**src/rtl/calc_key_alu_if.sv**
```systemverilog
// Key/operator inputs and display-facing outputs of the calculator key ALU.
// master drives the keys (board or bench); slave is the ALU.
interface calc_key_alu_if;
  logic [11:0] i_sw_push;
  logic [2:0]  i_sw_dip;
  logic [6:0]  o_opnd_a;
  logic [6:0]  o_opnd_b;
  logic [2:0]  o_op;
  logic [13:0] o_result;
  logic        o_neg;
  logic        o_err;
  logic        o_done;
  logic [2:0]  o_state;

  modport master (
    output i_sw_push, i_sw_dip,
    input  o_opnd_a, o_opnd_b, o_op, o_result, o_neg, o_err, o_done, o_state
  );

  modport slave (
    input  i_sw_push, i_sw_dip,
    output o_opnd_a, o_opnd_b, o_op, o_result, o_neg, o_err, o_done, o_state
  );
endinterface

```
**src/rtl/calc_key_alu.sv**
```systemverilog
// Two-operand decimal calculator driven by edge-detected push keys.
// pow and fac iterate one multiply per clock; everything else resolves in one COMPUTE cycle.
module calc_key_alu #(
  parameter int MAX_RESULT = 9999,
  parameter int OPND_MAX   = 99
) (
  input  logic          clk,
  input  logic          rst,
  calc_key_alu_if.slave bus
);

  typedef enum logic [2:0] {
    ENTER_A = 3'd0,
    ENTER_B = 3'd1,
    COMPUTE = 3'd2,
    DONE    = 3'd3,
    ERROR   = 3'd4
  } state_t;

  localparam logic [2:0] OP_ADD = 3'd0;
  localparam logic [2:0] OP_SUB = 3'd1;
  localparam logic [2:0] OP_MUL = 3'd2;
  localparam logic [2:0] OP_DIV = 3'd3;
  localparam logic [2:0] OP_REM = 3'd4;
  localparam logic [2:0] OP_POW = 3'd5;
  localparam logic [2:0] OP_FAC = 3'd6;

  localparam logic [20:0] MAX_W    = 21'(MAX_RESULT);
  localparam logic [6:0]  OPND_LIM = 7'(OPND_MAX);

  state_t      state_reg, state_next;
  logic [11:0] prev_reg;
  logic [6:0]  a_reg, a_next;
  logic [6:0]  b_reg, b_next;
  logic [2:0]  op_reg, op_next;
  logic [13:0] result_reg, result_next;
  logic        neg_reg, neg_next;
  logic        err_reg, err_next;
  logic        done_reg, done_next;
  logic [13:0] acc_reg, acc_next;
  logic [6:0]  cnt_reg, cnt_next;

  // Key decode: only cycles with exactly one new key press count.
  logic [11:0] evt;
  logic        single_key, is_digit, is_op, is_eq;
  logic [3:0]  digit;

  assign evt        = bus.i_sw_push & ~prev_reg;
  assign single_key = (evt != 12'd0) && ((evt & (evt - 12'd1)) == 12'd0);
  assign is_digit   = single_key && (|evt[9:0]);
  assign is_op      = single_key && evt[10];
  assign is_eq      = single_key && evt[11];

  always_comb begin
    digit = 4'd0;
    for (int i = 0; i < 10; i++) begin
      if (evt[i]) digit = 4'(i);
    end
  end

  // Shift-in keeps only the last two decimal digits of the operand.
  logic [6:0] a_shift, b_shift, a_entered, b_entered;
  assign a_shift   = (a_reg % 7'd10) * 7'd10 + {3'b000, digit};
  assign b_shift   = (b_reg % 7'd10) * 7'd10 + {3'b000, digit};
  assign a_entered = (a_shift > OPND_LIM) ? {3'b000, digit} : a_shift;
  assign b_entered = (b_shift > OPND_LIM) ? {3'b000, digit} : b_shift;

  logic [20:0] a_w, b_w, sum_w, mul_w, iter_w;
  logic [6:0]  quot, rem, iter_rhs;

  assign a_w      = {14'd0, a_reg};
  assign b_w      = {14'd0, b_reg};
  assign sum_w    = a_w + b_w;
  assign mul_w    = a_w * b_w;
  assign quot     = (b_reg == 7'd0) ? 7'd0 : a_reg / b_reg;
  assign rem      = (b_reg == 7'd0) ? 7'd0 : a_reg % b_reg;
  // pow multiplies by A each step; fac multiplies by the running index.
  assign iter_rhs = (op_reg == OP_POW) ? a_reg : cnt_reg;
  assign iter_w   = {7'd0, acc_reg} * {14'd0, iter_rhs};

  logic        fin_ok, fin_err, fin_neg;
  logic [20:0] fin_val;

  always_comb begin
    state_next  = state_reg;
    a_next      = a_reg;
    b_next      = b_reg;
    op_next     = op_reg;
    result_next = result_reg;
    neg_next    = neg_reg;
    err_next    = err_reg;
    done_next   = 1'b0;
    acc_next    = acc_reg;
    cnt_next    = cnt_reg;
    fin_ok      = 1'b0;
    fin_err     = 1'b0;
    fin_neg     = 1'b0;
    fin_val     = 21'd0;

    case (state_reg)
      ENTER_A: begin
        if (is_digit) begin
          a_next = a_entered;
        end else if (is_op) begin
          op_next    = bus.i_sw_dip;
          state_next = ENTER_B;
        end
      end
      ENTER_B: begin
        if (is_digit) begin
          b_next = b_entered;
        end else if (is_op) begin
          op_next = bus.i_sw_dip;
        end else if (is_eq) begin
          acc_next   = 14'd1;
          cnt_next   = (op_reg == OP_FAC) ? 7'd1 : 7'd0;
          state_next = COMPUTE;
        end
      end
      COMPUTE: begin
        case (op_reg)
          OP_ADD: begin
            fin_ok  = 1'b1;
            fin_val = sum_w;
          end
          OP_SUB: begin
            fin_ok = 1'b1;
            if (b_reg > a_reg) begin
              fin_val = b_w - a_w;
              fin_neg = 1'b1;
            end else begin
              fin_val = a_w - b_w;
            end
          end
          OP_MUL: begin
            fin_ok  = 1'b1;
            fin_val = mul_w;
          end
          OP_DIV, OP_REM: begin
            if (b_reg == 7'd0) begin
              fin_err = 1'b1;
            end else begin
              fin_ok  = 1'b1;
              fin_val = {14'd0, (op_reg == OP_DIV) ? quot : rem};
            end
          end
          OP_POW: begin
            if (b_reg == 7'd0) begin
              fin_ok  = 1'b1;
              fin_val = 21'd1;
            end else if (iter_w > MAX_W) begin
              fin_err = 1'b1;
            end else if (cnt_reg == b_reg - 7'd1) begin
              fin_ok  = 1'b1;
              fin_val = iter_w;
            end else begin
              acc_next = iter_w[13:0];
              cnt_next = cnt_reg + 7'd1;
            end
          end
          OP_FAC: begin
            if (a_reg > 7'd7) begin
              fin_err = 1'b1;
            end else if (iter_w > MAX_W) begin
              fin_err = 1'b1;
            end else if (cnt_reg >= a_reg) begin
              fin_ok  = 1'b1;
              fin_val = iter_w;
            end else begin
              acc_next = iter_w[13:0];
              cnt_next = cnt_reg + 7'd1;
            end
          end
          default: fin_err = 1'b1;
        endcase
      end
      DONE, ERROR: begin
        if (is_digit) begin
          a_next      = {3'b000, digit};
          b_next      = 7'd0;
          result_next = 14'd0;
          neg_next    = 1'b0;
          err_next    = 1'b0;
          state_next  = ENTER_A;
        end
      end
      default: state_next = ENTER_A;
    endcase

    // Any out-of-range final value is reported as an error, not truncated.
    if (fin_err || (fin_ok && (fin_val > MAX_W))) begin
      state_next  = ERROR;
      err_next    = 1'b1;
      result_next = 14'd0;
      neg_next    = 1'b0;
      done_next   = 1'b1;
    end else if (fin_ok) begin
      state_next  = DONE;
      result_next = fin_val[13:0];
      neg_next    = fin_neg;
      done_next   = 1'b1;
    end
  end

  always_ff @(posedge clk) begin
    if (rst) begin
      state_reg  <= ENTER_A;
      prev_reg   <= 12'd0;
      a_reg      <= 7'd0;
      b_reg      <= 7'd0;
      op_reg     <= 3'd0;
      result_reg <= 14'd0;
      neg_reg    <= 1'b0;
      err_reg    <= 1'b0;
      done_reg   <= 1'b0;
      acc_reg    <= 14'd0;
      cnt_reg    <= 7'd0;
    end else begin
      state_reg  <= state_next;
      prev_reg   <= bus.i_sw_push;
      a_reg      <= a_next;
      b_reg      <= b_next;
      op_reg     <= op_next;
      result_reg <= result_next;
      neg_reg    <= neg_next;
      err_reg    <= err_next;
      done_reg   <= done_next;
      acc_reg    <= acc_next;
      cnt_reg    <= cnt_next;
    end
  end

  assign bus.o_opnd_a = a_reg;
  assign bus.o_opnd_b = b_reg;
  assign bus.o_op     = op_reg;
  assign bus.o_result = result_reg;
  assign bus.o_neg    = neg_reg;
  assign bus.o_err    = err_reg;
  assign bus.o_done   = done_reg;
  assign bus.o_state  = state_reg;

endmodule
```
**src/flat_wrapper.sv**
```systemverilog
// flat-port wrapper written by rule: the top's interface ports become plain ports
module calc_key_alu_flat 
#(
  parameter int MAX_RESULT = 9999,
  parameter int OPND_MAX   = 99
)
  (clk, rst, bus_i_sw_push, bus_i_sw_dip, bus_o_opnd_a, bus_o_opnd_b, bus_o_op, bus_o_result, bus_o_neg, bus_o_err, bus_o_done, bus_o_state);
  calc_key_alu_if bus_i ();
  input  logic clk;
  input  logic rst;
  input wire logic [$bits(bus_i.i_sw_push)-1:0] bus_i_sw_push;
  input wire logic [$bits(bus_i.i_sw_dip)-1:0] bus_i_sw_dip;
  output wire logic [$bits(bus_i.o_opnd_a)-1:0] bus_o_opnd_a;
  output wire logic [$bits(bus_i.o_opnd_b)-1:0] bus_o_opnd_b;
  output wire logic [$bits(bus_i.o_op)-1:0] bus_o_op;
  output wire logic [$bits(bus_i.o_result)-1:0] bus_o_result;
  output wire logic [$bits(bus_i.o_neg)-1:0] bus_o_neg;
  output wire logic [$bits(bus_i.o_err)-1:0] bus_o_err;
  output wire logic [$bits(bus_i.o_done)-1:0] bus_o_done;
  output wire logic [$bits(bus_i.o_state)-1:0] bus_o_state;
  assign bus_i.i_sw_push = bus_i_sw_push;
  assign bus_i.i_sw_dip = bus_i_sw_dip;
  assign bus_o_opnd_a = bus_i.o_opnd_a;
  assign bus_o_opnd_b = bus_i.o_opnd_b;
  assign bus_o_op = bus_i.o_op;
  assign bus_o_result = bus_i.o_result;
  assign bus_o_neg = bus_i.o_neg;
  assign bus_o_err = bus_i.o_err;
  assign bus_o_done = bus_i.o_done;
  assign bus_o_state = bus_i.o_state;
  calc_key_alu #(.MAX_RESULT(MAX_RESULT), .OPND_MAX(OPND_MAX)) u_core (.clk(clk), .rst(rst), .bus(bus_i));
endmodule
```
**config.mk**
```make
export PLATFORM = sky130hd
export DESIGN_NAME = calc_key_alu_flat
export DESIGN_NICKNAME = d
export VERILOG_FILES = /design/src/rtl/calc_key_alu_if.sv /design/src/rtl/calc_key_alu.sv /design/src/flat_wrapper.sv
export SDC_FILE = /design/constraint.sdc
export NUM_CORES = 1
export LEC_CHECK = 0
export BUFFER_PORTS_ARGS = -buffer_cell sky130_fd_sc_hd__clkbuf_2
export CORE_MARGIN = 3
export CORE_UTILIZATION = 56
export CTS_CLUSTER_DIAMETER = 100
export DETAILED_ROUTE_END_ITERATION = 8
export PLACE_DENSITY = 0.74
export SLEW_MARGIN = 30
export SYNTH_ARGS = -nofsm -noshare
export SYNTH_HDL_FRONTEND = slang
export SYNTH_SLANG_ARGS = --single-unit
```
**constraint.sdc**
```tcl
create_clock -name clk -period 11.11 [get_ports clk]
set_input_delay 1.111 -clock clk [delete_from_list [all_inputs] [get_ports clk]]
set_output_delay 1.111 -clock clk [all_outputs]
set_load 0.1 [all_outputs]
```
==> metrics.csv <==
metric;value;unit
register share of total power;30.3;%
PwrDens;63.6;nW/um^2
core area;21400;sq um
Worst setup SP type;flip-flop;
fin crit share;94.8;%
CP dominant cell by count;ha_1;
Fill cells;1933;
LEAKAGE;0.00616;uW
drt wl/cell;18.8;um
nets;1878;
Reg2Reg Setup Slack;0.57;ns
via count;11690;
Relative slew margins;36.8;%
final instance area;13200;sq um
Post-Route WL;35600;um
Most Crowded Layer GR;met2;
met2 Usage GRT;49.8;%
run status;finished clean;
largest net degree at the start of global routing;37;
CTS root buf;clkbuf_16;
Layout Area Growth over Synthesis;6.84;%
Final Hold Viols;0;
num rows;53;
CTS max path bufs;2;
CTS H-Tree Depth;3;
Post-synth ARST share;0;%
count of different cell masters after synthesis;92;
TritonCTS buffer count;9;
vias per cell;6.16;
fmax;94.9;MHz
Psw;307;uW
# diodes;0;
TritonCTS clock tree;done;
Max-cap violations;0;
# DRC;0;
final setup fails;0;
Routability Congestion;0.975;
slowest stage delay, CP;0.43;ns
Crit Path Class;flip-flop to flip-flop;
post-synth top area share;15.4;%
Synth area leader;ha_1;
crit path max fanout;17;
Least-Margin Pin Slew;0.944;ns
initial DRC count;904;
port bufs;53;
Die Y-Extent;155;um
ys flop type;dfxtp_1;
Min-Delay Path Class;flip-flop to flip-flop;
Post-synth EDFFs;0;
Post-Syn Area;12400;sq um
switching portion of total power;36.5;%
Max Slew Vio Count;0;
Layout Skew;0.00616;ns
hold buffers post-CTS;0;
worst endpoint data arrival time;10.81;ns
Gate power share;36.6;%
worst vdd rail ir drop;66.9;uV
Synth area leaders;ha_1 15%, fa_1 15%, dfxtp_1 11%;
Data required, critical path;11.38;ns
clk sink count;70;
die area;23900;sq um
Hold Worst Slack;0.457;ns
Global Route Usage Sum;29.7;%
Syn. warnings;0;
Clock power frac;33.1;%
vias in the first global route;11590;
Worst Setup End Kind;flip-flop;
ANT nets after route;0;
P_int;534;uW
total gr overflow;0;
starting density of the core;58.0;%
dpl hpwl;27900;um
first-pass GRT wire length;58400;um
number of I/O pins;54;
FF+latch count, synth;70;
1st-pass router iterations;6;
M3 GR Usage;5.68;%
syn_area_per_cell;7.76;sq um
Worst-Skew Late Latency;0.35;ns
Die Span X;155;um
Post-Syn Nets;1857;
clk slew on worst S/H paths;0.06;ns
synthesized instance count;1597;
CP max stage cell;or2_2;
placed instance area;12900;sq um
layout cells sized above 1;9.67;%
post-synthesis sequential area ratio;11.3;%
met1 Use GR;37.5;%
Final min period;10.54;ns
initial antenna violation count;0;
==> path summary, 6_finish.rpt <==
| kind | to | cells past startpoint | startpoint |
|---|---|---|---|
| max | u_core.bus.o_state[1] | 44 | u_core.bus.o_opnd_b[3] |
| min | u_core.bus.o_result[7] | 2 | u_core.bus.o_result[7] |
| max reg2reg | u_core.bus.o_state[1] | 44 | u_core.bus.o_opnd_b[3] |
| min reg2reg | u_core.bus.o_result[7] | 2 | u_core.bus.o_result[7] |
==> cell usage after synthesis (8+ instances only) <==
cell type and count:
o211ai_1 19, or2_2 9, o31ai_1 13, xor2_1 24
nand3_1 20, or3_1 18, inv_1 156, and3_1 11
nand2b_1 30, nor2_2 10, nand2_1 166, a21oi_1 101
a31oi_1 14, nor2b_1 45, fa_1 91, a22oi_1 12
o21a_1 26, nor3_1 36, a21o_1 20, buf_2 8
nand4_1 15, dfxtp_1 70, o21ai_0 72, xnor2_1 45
a211oi_1 15, nor2_1 132, mux2i_1 29, nand3b_1 11
ha_1 152, clkbuf_1 58, and2_1 30
==> critical path, delay by kind of cell, from the launching register on <==
family | cells | cell delay [ns]
AOI/OAI and AO/OA | 21 | 4.13
DFF | 1 | 0.34
muxes | 3 | 0.79
adders and majority gates | 6 | 1.89
and+or+nand+nor | 10 | 2.70
buffers and inverters | 4 | 0.60
==> layer usage <==
layer | wire, um | share of wire [%] | up-vias
met5 | 0 | 0 | -
met4 | 1520 | 4.3 | 0
met3 | 2710 | 7.6 | 91
met2 | 16500 | 46 | 436
met1 | 14800 | 42 | 5580
li1 | - | - | 5583
==> through the flow <==
| stage | utilization [%] | cells | TNS, ns | power, uW | setup slack (ns) |
|---|---|---|---|---|---|
| floorplan | - | 1597 | 0 | 493 | 0.228 |
| global placement | 60.4 | 1880 | 0 | 552 | 0.525 |
| detailed placement | 60.5 | 1880 | 0 | 553 | 0.215 |
| CTS | 61.8 | 1896 | 0 | 831 | 0.146 |
| global route | 62.0 | 1898 | -0.0133 | 888 | -0.00940 |
| finish | 62.0 | 1898 | 0 | 842 | 0.572 |
==> kinds of logic (layout without fill, tap and decap cells) <==
logic type / count (synthesis) / after routing / synth area share [%]
and+or+nand+nor: 567 / 567 / 22.9
AOI/OAI and AO/OA: 379 / 379 / 20.6
adders and majority gates: 243 / 243 / 30.1
buffers and inverters: 233 / 259 / 7.32
DFF: 70 / 70 / 11.3
xor gates and xnor gates: 69 / 69 / 4.88
muxes: 36 / 36 / 2.98
==> power groups by stage <==
stage	clock [uW]	sequential (uW)	combinational (uW)
floorplan	0	265	228
global placement	0	261	291
detailed placement	0	261	292
CTS	282	255	293
global route	292	256	341
finish	279	255	308
==> layout make-up <==
class                           instances  area, sq um  area share [%]
Tap cell                              275          344            2.60
Clock inverter                          7         52.6           0.397
Timing Repair Buffer                   84          498            3.76
Multi-Input combinational cell       1294        10100            76.4
Clock buffer                            9          225            1.70
Sequential cell                        70         1400            10.6
Inverter                              159          597            4.51
==> what timing repair did <==
item / in CTS / in global routing
hold endpoints to repair: 0 / 0
setup endpoints to repair: 0 / 19
resized for setup: 0 / 6
buffers inserted: 0 / 2
==> layout by cell type (no fill, tap or decap), types with 18 or more instances in the layout <==
cell and instances:
nor2_1 131, clkbuf_2 53, o21ai_0 71, dfxtp_1 70, o211ai_1 19, fa_1 91, mux2i_1 29, and2_1 30
buf_4 31, ha_1 152, nor3_1 36, a21o_1 20, nand2_1 166, xor2_1 24, a21oi_1 100, nand3_1 20
o21a_1 26, nor2b_1 45, nand2b_1 30, inv_1 156, xnor2_1 45, or3_1 18
Note: power is estimated with default switching activity, not from simulation.
